<file path="src/rtl/xyolo_vwrite_packer_if.sv">
// rtl/xyolo_vwrite_packer_if.sv - databus write-request channel between the packer and the stage merge
interface xyolo_vwrite_packer_if #(
  parameter int ADDR_W = 32,
  parameter int DATA_W = 32
);
  logic                  valid;
  logic [ADDR_W-1:0]     addr;
  logic [DATA_W-1:0]     wdata;
  logic [DATA_W/8-1:0]   wstrb;
  logic                  ready;

  modport master (output valid, addr, wdata, wstrb, input ready);
  modport slave  (input valid, addr, wdata, wstrb, output ready);
endinterface

</file>
<file path="src/rtl/xyolo_vwrite_packer.sv">
// rtl/xyolo_vwrite_packer.sv - reads N_CH vwrite channels per row, saturates/packs them and streams words on the databus
module xyolo_vwrite_packer #(
  parameter int DATA_W  = 32,
  parameter int N_CH    = 16,
  parameter int ADDR_W  = 32,
  parameter int VADDR_W = 10
) (
  input  logic                     clk,
  input  logic                     rst,
  input  logic                     run,
  output logic                     done,
  input  logic [ADDR_W-1:0]        cfg_ext_addr,
  input  logic [VADDR_W-1:0]       cfg_int_addr,
  input  logic [VADDR_W-1:0]       cfg_iter,
  input  logic [ADDR_W-1:0]        cfg_incr,
  input  logic [1:0]               cfg_mode,
  output logic                     mem_en,
  output logic [VADDR_W-1:0]       mem_addr,
  input  logic [N_CH*DATA_W-1:0]   mem_rdata,
  xyolo_vwrite_packer_if.master    databus
);

  localparam int WW = $clog2(N_CH);

  typedef enum logic [2:0] {S_IDLE, S_RD, S_LAT, S_WR, S_FIN} state_t;
  state_t state, state_nx;

  logic [VADDR_W-1:0]      int_addr_q, iter_q, row_q;
  logic [ADDR_W-1:0]       incr_q, row_base_q, addr_q;
  logic [1:0]              mode_q;
  logic [WW-1:0]           word_q, last_word;
  logic [N_CH*DATA_W-1:0]  row_buf;
  logic                    done_q;
  logic                    last_row;
  logic [DATA_W-1:0]       ch [N_CH];
  logic [DATA_W-1:0]       packed_word;
  logic [WW-1:0]           i1, i2;

  function automatic logic [15:0] sat16(input logic [31:0] v);
    if (!v[31] && (|v[30:15]))     return 16'h7fff;
    else if (v[31] && !(&v[30:15])) return 16'h8000;
    else                            return v[15:0];
  endfunction

  function automatic logic [7:0] sat8(input logic [31:0] v);
    if (!v[31] && (|v[30:7]))      return 8'h7f;
    else if (v[31] && !(&v[30:7])) return 8'h80;
    else                           return v[7:0];
  endfunction

  always_comb begin
    last_word = WW'(N_CH - 1);
    case (mode_q)
      2'd1:    last_word = WW'(N_CH / 2 - 1);
      2'd2:    last_word = WW'(N_CH / 4 - 1);
      default: last_word = WW'(N_CH - 1);
    endcase
  end

  assign last_row = (row_q == iter_q - VADDR_W'(1));

  always_ff @(posedge clk) begin
    if (rst) state <= S_IDLE;
    else     state <= state_nx;
  end

  always_comb begin
    state_nx = state;
    case (state)
      S_IDLE: if (run) state_nx = (cfg_iter == '0) ? S_FIN : S_RD;
      S_RD:   state_nx = S_LAT;
      S_LAT:  state_nx = S_WR;
      S_WR:   if (databus.ready && word_q == last_word) state_nx = last_row ? S_FIN : S_RD;
      S_FIN:  state_nx = S_IDLE;
      default: state_nx = S_IDLE;
    endcase
  end

  // Channel 0 sits in the MSBs of the memory word.
  always_comb begin
    for (int i = 0; i < N_CH; i++) ch[i] = row_buf[(N_CH-1-i)*DATA_W +: DATA_W];
  end

  always_comb begin
    i1 = word_q << 1;
    i2 = word_q << 2;
    case (mode_q)
      2'd1:    packed_word = {sat16(ch[i1]), sat16(ch[i1 | WW'(1)])};
      2'd2:    packed_word = {sat8(ch[i2]), sat8(ch[i2 | WW'(1)]),
                              sat8(ch[i2 | WW'(2)]), sat8(ch[i2 | WW'(3)])};
      default: packed_word = ch[word_q];
    endcase
  end

  always_ff @(posedge clk) begin
    if (rst) begin
      int_addr_q <= '0;
      iter_q     <= '0;
      incr_q     <= '0;
      mode_q     <= '0;
      row_q      <= '0;
      word_q     <= '0;
      row_base_q <= '0;
      addr_q     <= '0;
      row_buf    <= '0;
      done_q     <= 1'b1;
    end else begin
      case (state)
        S_IDLE: if (run) begin
          int_addr_q <= cfg_int_addr;
          iter_q     <= cfg_iter;
          incr_q     <= cfg_incr;
          mode_q     <= (cfg_mode == 2'd3) ? 2'd0 : cfg_mode;
          row_q      <= '0;
          word_q     <= '0;
          row_base_q <= cfg_ext_addr;
          done_q     <= 1'b0;
        end
        S_LAT: begin
          row_buf <= mem_rdata;
          word_q  <= '0;
          addr_q  <= row_base_q;
        end
        // row_base_q tracks ext_addr + row*incr so no multiplier is needed.
        S_WR: if (databus.ready) begin
          word_q <= word_q + WW'(1);
          addr_q <= addr_q + ADDR_W'(4);
          if (word_q == last_word) begin
            row_q      <= row_q + VADDR_W'(1);
            row_base_q <= row_base_q + incr_q;
          end
        end
        S_FIN: done_q <= 1'b1;
        default: ;
      endcase
    end
  end

  assign done          = done_q;
  assign mem_en        = (state == S_RD);
  assign mem_addr      = mem_en ? (int_addr_q + row_q) : '0;
  assign databus.valid = (state == S_WR);
  assign databus.addr  = addr_q;
  assign databus.wdata = databus.valid ? packed_word : '0;
  assign databus.wstrb = databus.valid ? '1 : '0;

endmodule
</file>
<file path="src/flat_wrapper.sv">
// flat-port wrapper written by rule: the top's interface ports become plain ports
module xyolo_vwrite_packer_flat 
#(
  parameter int DATA_W  = 32,
  parameter int N_CH    = 16,
  parameter int ADDR_W  = 32,
  parameter int VADDR_W = 10
)
  (clk, rst, run, done, cfg_ext_addr, cfg_int_addr, cfg_iter, cfg_incr, cfg_mode, mem_en, mem_addr, mem_rdata, databus_valid, databus_addr, databus_wdata, databus_wstrb, databus_ready);
  xyolo_vwrite_packer_if #(.ADDR_W(ADDR_W), .DATA_W(DATA_W)) databus_i ();
  input  logic clk;
  input  logic rst;
  input  logic run;
  output logic done;
  input  logic [ADDR_W-1:0] cfg_ext_addr;
  input  logic [VADDR_W-1:0] cfg_int_addr;
  input  logic [VADDR_W-1:0] cfg_iter;
  input  logic [ADDR_W-1:0] cfg_incr;
  input  logic [1:0] cfg_mode;
  output logic mem_en;
  output logic [VADDR_W-1:0] mem_addr;
  input  logic [N_CH*DATA_W-1:0] mem_rdata;
  output wire logic [$bits(databus_i.valid)-1:0] databus_valid;
  output wire logic [$bits(databus_i.addr)-1:0] databus_addr;
  output wire logic [$bits(databus_i.wdata)-1:0] databus_wdata;
  output wire logic [$bits(databus_i.wstrb)-1:0] databus_wstrb;
  input wire logic [$bits(databus_i.ready)-1:0] databus_ready;
  assign databus_valid = databus_i.valid;
  assign databus_addr = databus_i.addr;
  assign databus_wdata = databus_i.wdata;
  assign databus_wstrb = databus_i.wstrb;
  assign databus_i.ready = databus_ready;
  xyolo_vwrite_packer #(.DATA_W(DATA_W), .N_CH(N_CH), .ADDR_W(ADDR_W), .VADDR_W(VADDR_W)) u_core (.clk(clk), .rst(rst), .run(run), .done(done), .cfg_ext_addr(cfg_ext_addr), .cfg_int_addr(cfg_int_addr), .cfg_iter(cfg_iter), .cfg_incr(cfg_incr), .cfg_mode(cfg_mode), .mem_en(mem_en), .mem_addr(mem_addr), .mem_rdata(mem_rdata), .databus(databus_i));
endmodule
</file>
<file path="config.mk">
export PLATFORM = sky130hd
export DESIGN_NAME = xyolo_vwrite_packer_flat
export DESIGN_NICKNAME = d
export VERILOG_FILES = /design/src/rtl/xyolo_vwrite_packer_if.sv /design/src/rtl/xyolo_vwrite_packer.sv /design/src/flat_wrapper.sv
export SDC_FILE = /design/constraint.sdc
export NUM_CORES = 2
export LEC_CHECK = 0
export ABC_AREA = 1
export CAP_MARGIN = 20
export CORE_MARGIN = 2
export CORE_UTILIZATION = 35
export CTS_CLUSTER_DIAMETER = 100
export DETAILED_ROUTE_END_ITERATION = 7
export SETUP_SLACK_MARGIN = 0.1
export SKIP_LAST_GASP = 1
export SLEW_MARGIN = 20
export SYNTH_ARGS = -nofsm -noshare
export SYNTH_HDL_FRONTEND = slang
export SYNTH_SLANG_ARGS = --single-unit
export TNS_END_PERCENT = 100
</file>
<file path="constraint.sdc">
create_clock -name clk -period 2.85 [get_ports clk]
set_input_delay 0.285 -clock clk [delete_from_list [all_inputs] [get_ports clk]]
set_output_delay 0.285 -clock clk [all_outputs]
set_load 0.03 [all_outputs]
</file>
==> results.md <==
## Timing
• **post-route fraction of the period consumed by the critical path** 133%
• **max_slew headroom** 27.3%
• **number of slew-limit violations in the final report** 0
• **minimum hold slack** 0.0680 ns
• **final count of negative-setup-slack endpoints** 32
• **aggregate negative setup slack** -27.18 ns
• **Min Clock Period, post-route** 3.80 ns
• **final setup margin** -0.950 ns
• **RSZ-0062 raised after global routing** yes
• **worst clock skew** 0.0210 ns
• **Least-Margin Pin Slew** 1.09 ns
• **count of endpoints failing hold in the final timing report** 0
• **maximum clock frequency** 263 MHz

## Finish
• **sequential cell area in the final layout** 13000 µm²
• **fraction of final layout cells with drive strength greater than 1** 14.1%
• **fin cells** 8828
• **Final Instance Area** 54900 µm²
• **final-layout fill cell count** 11449
• **final core utilization** 49.6%
• **layout overhead on the synthesized area** 40.5%
• **area of combinational cells with multiple inputs** 23100 µm²
• **Final #Nets** 7925

## Clock tree
• **number of buffers between clock root and the deepest sink** 3
• **number of CTS-inserted buffers** 78
• **CTS root buffer** sky130_fd_sc_hd__clkbuf_16
• **CTS tree** done
• **H-tree Lvls** 3
• **clk sink count** 648
• **# hold bufs at CTS** 0
• **worst-skew pair later-pin latency** 0.67 ns
• **clock transition time at the flip-flop clock pins of the worst setup and hold paths** 0.06 ns

## Global route
• **largest net degree at the start of global routing** 227
• **global-route track usage on met1** 45.6%
• **initial antenna violation count** 6
• **combined global-route utilization of all metal layers** 34.8%
• **global route total overflow** 0
• **busiest layer in global routing** met2
• **global-route wire length before repair** 296 mm
• **met3 capacity usage during global routing** 5.59%
• **via count of the first global-routing pass** 45315
• **met2 Use GR** 55.1%

## Die
• **placeable core area** 111000 µm²
• **Die Outline Area** 114000 µm²
• **std cell rows** 122
• **I/O pins** 683
• **overall die width** 338 µm
• **Die H** 338 µm
• **Initial Util** 35.3%

## Pwr
• **pwr/cell area** 1120 nW/µm²
• **Power Internal** 32.0 mW
• **relative contribution of sequential cells to total power** 25.7%
• **clock network power share** 17.1%
• **switching power share of the total** 48.0%
• **Worst VDD drop** 1060 µV
• **Tot Pwr** 61.5 mW
• **P_sw** 29.5 mW
• **combinational share of power** 57.2%
• **static leakage** 23.1 nW

## Setup path
• **Worst Setup Start Kind** flop
• **worst endpoint required time** 2.57 ns
• **data arrival time at the worst-slack endpoint** 3.51 ns
• **CP Capture Type** primary output
• **startpoint of the most critical setup path** u_core.word_q[0]
• **maximum fanout along the worst path** 24
• **category of the critical setup timing path** flop to primary output
• **worst reg2reg path startpoint** u_core.word_q[0]

## Detailed routing
• **drt wl/cell** 23.4 µm
• **remaining antenna violation count after routing** 0
• **routed wire length** 207 mm
• **DRC violation count after routing** 0
• **via count** 48265
• **per-cell via count in the routed design** 5.47
• **detailed router's first-iteration violation count** 5323
• **drt first pass iters** 7

## Placed design
• **estimated wirelength of the detail-placed design** 160 mm
• **final weighted congestion in routability-driven placement** 1.06
• **pre-CTS setup slack** -0.722 ns
• **I/O Buffers** 682
• **total placed cells including tap cells** 8658
• **total cell area at the placement stage** 51100 µm²

## Synthesis
• **number of enable-type register cells in the synthesized netlist** 0
• **post-synthesis net count** 6948
• **number of storage elements in the synthesis netlist** 648
• **fraction of registers with async set or reset after synthesis** 0%
• **Mapped Area** 39100 µm²
• **most used standard cells in the synthesized netlist** 1350 x sky130_fd_sc_hd__nand2_1, 1054 x sky130_fd_sc_hd__nor2_1, 774 x sky130_fd_sc_hd__nand3_1
• **Distinct cells, synth** 54
• **Main synth FF type** sky130_fd_sc_hd__dfxtp_1
• **largest cells by area after synthesis** sky130_fd_sc_hd__dfxtp_1 33%, sky130_fd_sc_hd__nand2_1 13%, sky130_fd_sc_hd__nor2_1 10%
• **mean post-synth cell area** 6.20 µm²
• **fraction of synthesized cell area taken by the top area cell type** 33.2%
• **count of warnings emitted by yosys** 0
• **count of mapped cells out of synthesis** 6297
• **cell taking the most area after synthesis** sky130_fd_sc_hd__dfxtp_1
• **proportion of synthesized chip area in sequential cells** 33.2%
• **most frequent cell after synthesis** sky130_fd_sc_hd__nand2_1

## Min path
• **worst hold path class** input pin to flop
• **startpoint of the most critical hold path** rst

## Status
• **run status** complete, but fails checks
• **violated checks** negative setup slack

## Flow run
• **reported max-cap violation count** 0

-- timing repair --
action | CTS | global route
cloned | 5 | 4
buffers inserted | 14 | 1
hold endpoints to repair | 0 | 0
setup endpoints to repair | 80 | 78
pin swaps | 37 | 18
resized for setup | 172 | 59
-- cell usage in the layout, fill, tap and decap left out, types with 20 or more instances in the layout --
cell type,n
sky130_fd_sc_hd__nand3_1,763
sky130_fd_sc_hd__a32oi_1,20
sky130_fd_sc_hd__a31oi_1,49
sky130_fd_sc_hd__buf_6,22
sky130_fd_sc_hd__nand4_1,31
sky130_fd_sc_hd__clkdlybuf4s50_1,640
sky130_fd_sc_hd__nor2_4,21
sky130_fd_sc_hd__nor2_2,22
sky130_fd_sc_hd__nand2_1,1315
sky130_fd_sc_hd__inv_1,333
sky130_fd_sc_hd__dfxtp_1,642
sky130_fd_sc_hd__nand2_2,36
sky130_fd_sc_hd__ha_1,44
sky130_fd_sc_hd__nor2_1,1011
sky130_fd_sc_hd__buf_12,67
sky130_fd_sc_hd__o211ai_1,60
sky130_fd_sc_hd__o21ai_1,34
sky130_fd_sc_hd__a21oi_1,442
sky130_fd_sc_hd__o21ai_0,720
sky130_fd_sc_hd__clkbuf_16,85
sky130_fd_sc_hd__nor3_1,36
sky130_fd_sc_hd__or2_2,61
sky130_fd_sc_hd__buf_4,590
-- state kept, by name (all words and copies together), names as in the netlist, 2 cells and up --
name and cells:
u_core.ch 512, u_core.databus.addr 32, u_core.incr_q 32, u_core.row_base_q 32
u_core.int_addr_q 10, u_core.iter_q 10, u_core.row_q 10, u_core.word_q 4
u_core.state 3, u_core.mode_q 2
-- critical path: stages (launching register included) --
cell	delay, ns
sky130_fd_sc_hd__dfxtp_4	0.42
sky130_fd_sc_hd__clkinv_8	0.13
sky130_fd_sc_hd__buf_12	0.19
sky130_fd_sc_hd__buf_4	0.15
sky130_fd_sc_hd__nand2_1	0.05
sky130_fd_sc_hd__nand3_1	0.06
sky130_fd_sc_hd__nand3_1	0.09
sky130_fd_sc_hd__nand2_1	0.08
sky130_fd_sc_hd__nor2_2	0.14
sky130_fd_sc_hd__nand2_2	0.10
sky130_fd_sc_hd__nor2_4	0.16
sky130_fd_sc_hd__buf_4	0.15
sky130_fd_sc_hd__nand2_2	0.10
sky130_fd_sc_hd__buf_4	0.16
sky130_fd_sc_hd__a21oi_2	0.16
sky130_fd_sc_hd__nor2_2	0.07
sky130_fd_sc_hd__nor2_4	0.14
sky130_fd_sc_hd__buf_4	0.12
sky130_fd_sc_hd__nor2_1	0.04
sky130_fd_sc_hd__buf_4	0.15
sky130_fd_sc_hd__buf_12	0.13
-- cell type report --
| cell class | count | area share (%) |
|---|---|---|
| diodes | 6 | 0.0274 |
| clock buffers | 111 | 4.14 |
| clock inverters | 29 | 0.664 |
| inverters | 347 | 2.45 |
| multi-input cells | 4855 | 42.1 |
| flip-flops and latches | 648 | 23.7 |
| well taps | 1488 | 3.39 |
| repair buffers | 1343 | 23.5 |
| repair inverters | 1 | 0.0205 |
-- power groups by stage --
| stage | clock [mW] | combinational, mW | sequential [mW] |
|---|---|---|---|
| after floorplan | 0 | 18.8 | 14.1 |
| after global placement | 0 | 32.9 | 15.8 |
| after detailed placement | 0 | 33.0 | 15.7 |
| after CTS | 10.6 | 34.1 | 15.6 |
| after global routing | 10.9 | 38.1 | 15.9 |
| final | 10.5 | 35.2 | 15.8 |
-- layer usage --
metal  part of all wire, %  vias up
met2                    44     2165
met1                    42    22810
li1                      -    22886
met4                   6.0        2
met5                0.0087        -
met3                   7.6      402
-- path summary, 6_finish.rpt --
check	endpoint	cells past startpoint	slack (ns)
min reg2reg	u_core.ch[232]	2	0.46
min	u_core.done	3	0.07
max reg2reg	u_core.row_base_q[25]	13	0.07
max	databus_wdata[10]	20	-0.95
-- logic make-up after synthesis --
family,synth area share [%]
fa+ha+maj,1.61
simple gates,35.5
buf+inv,9.11
xor+xnor,0.785
compound gates,19.8
flops,33.2
(Power assumes the default switching activity.)
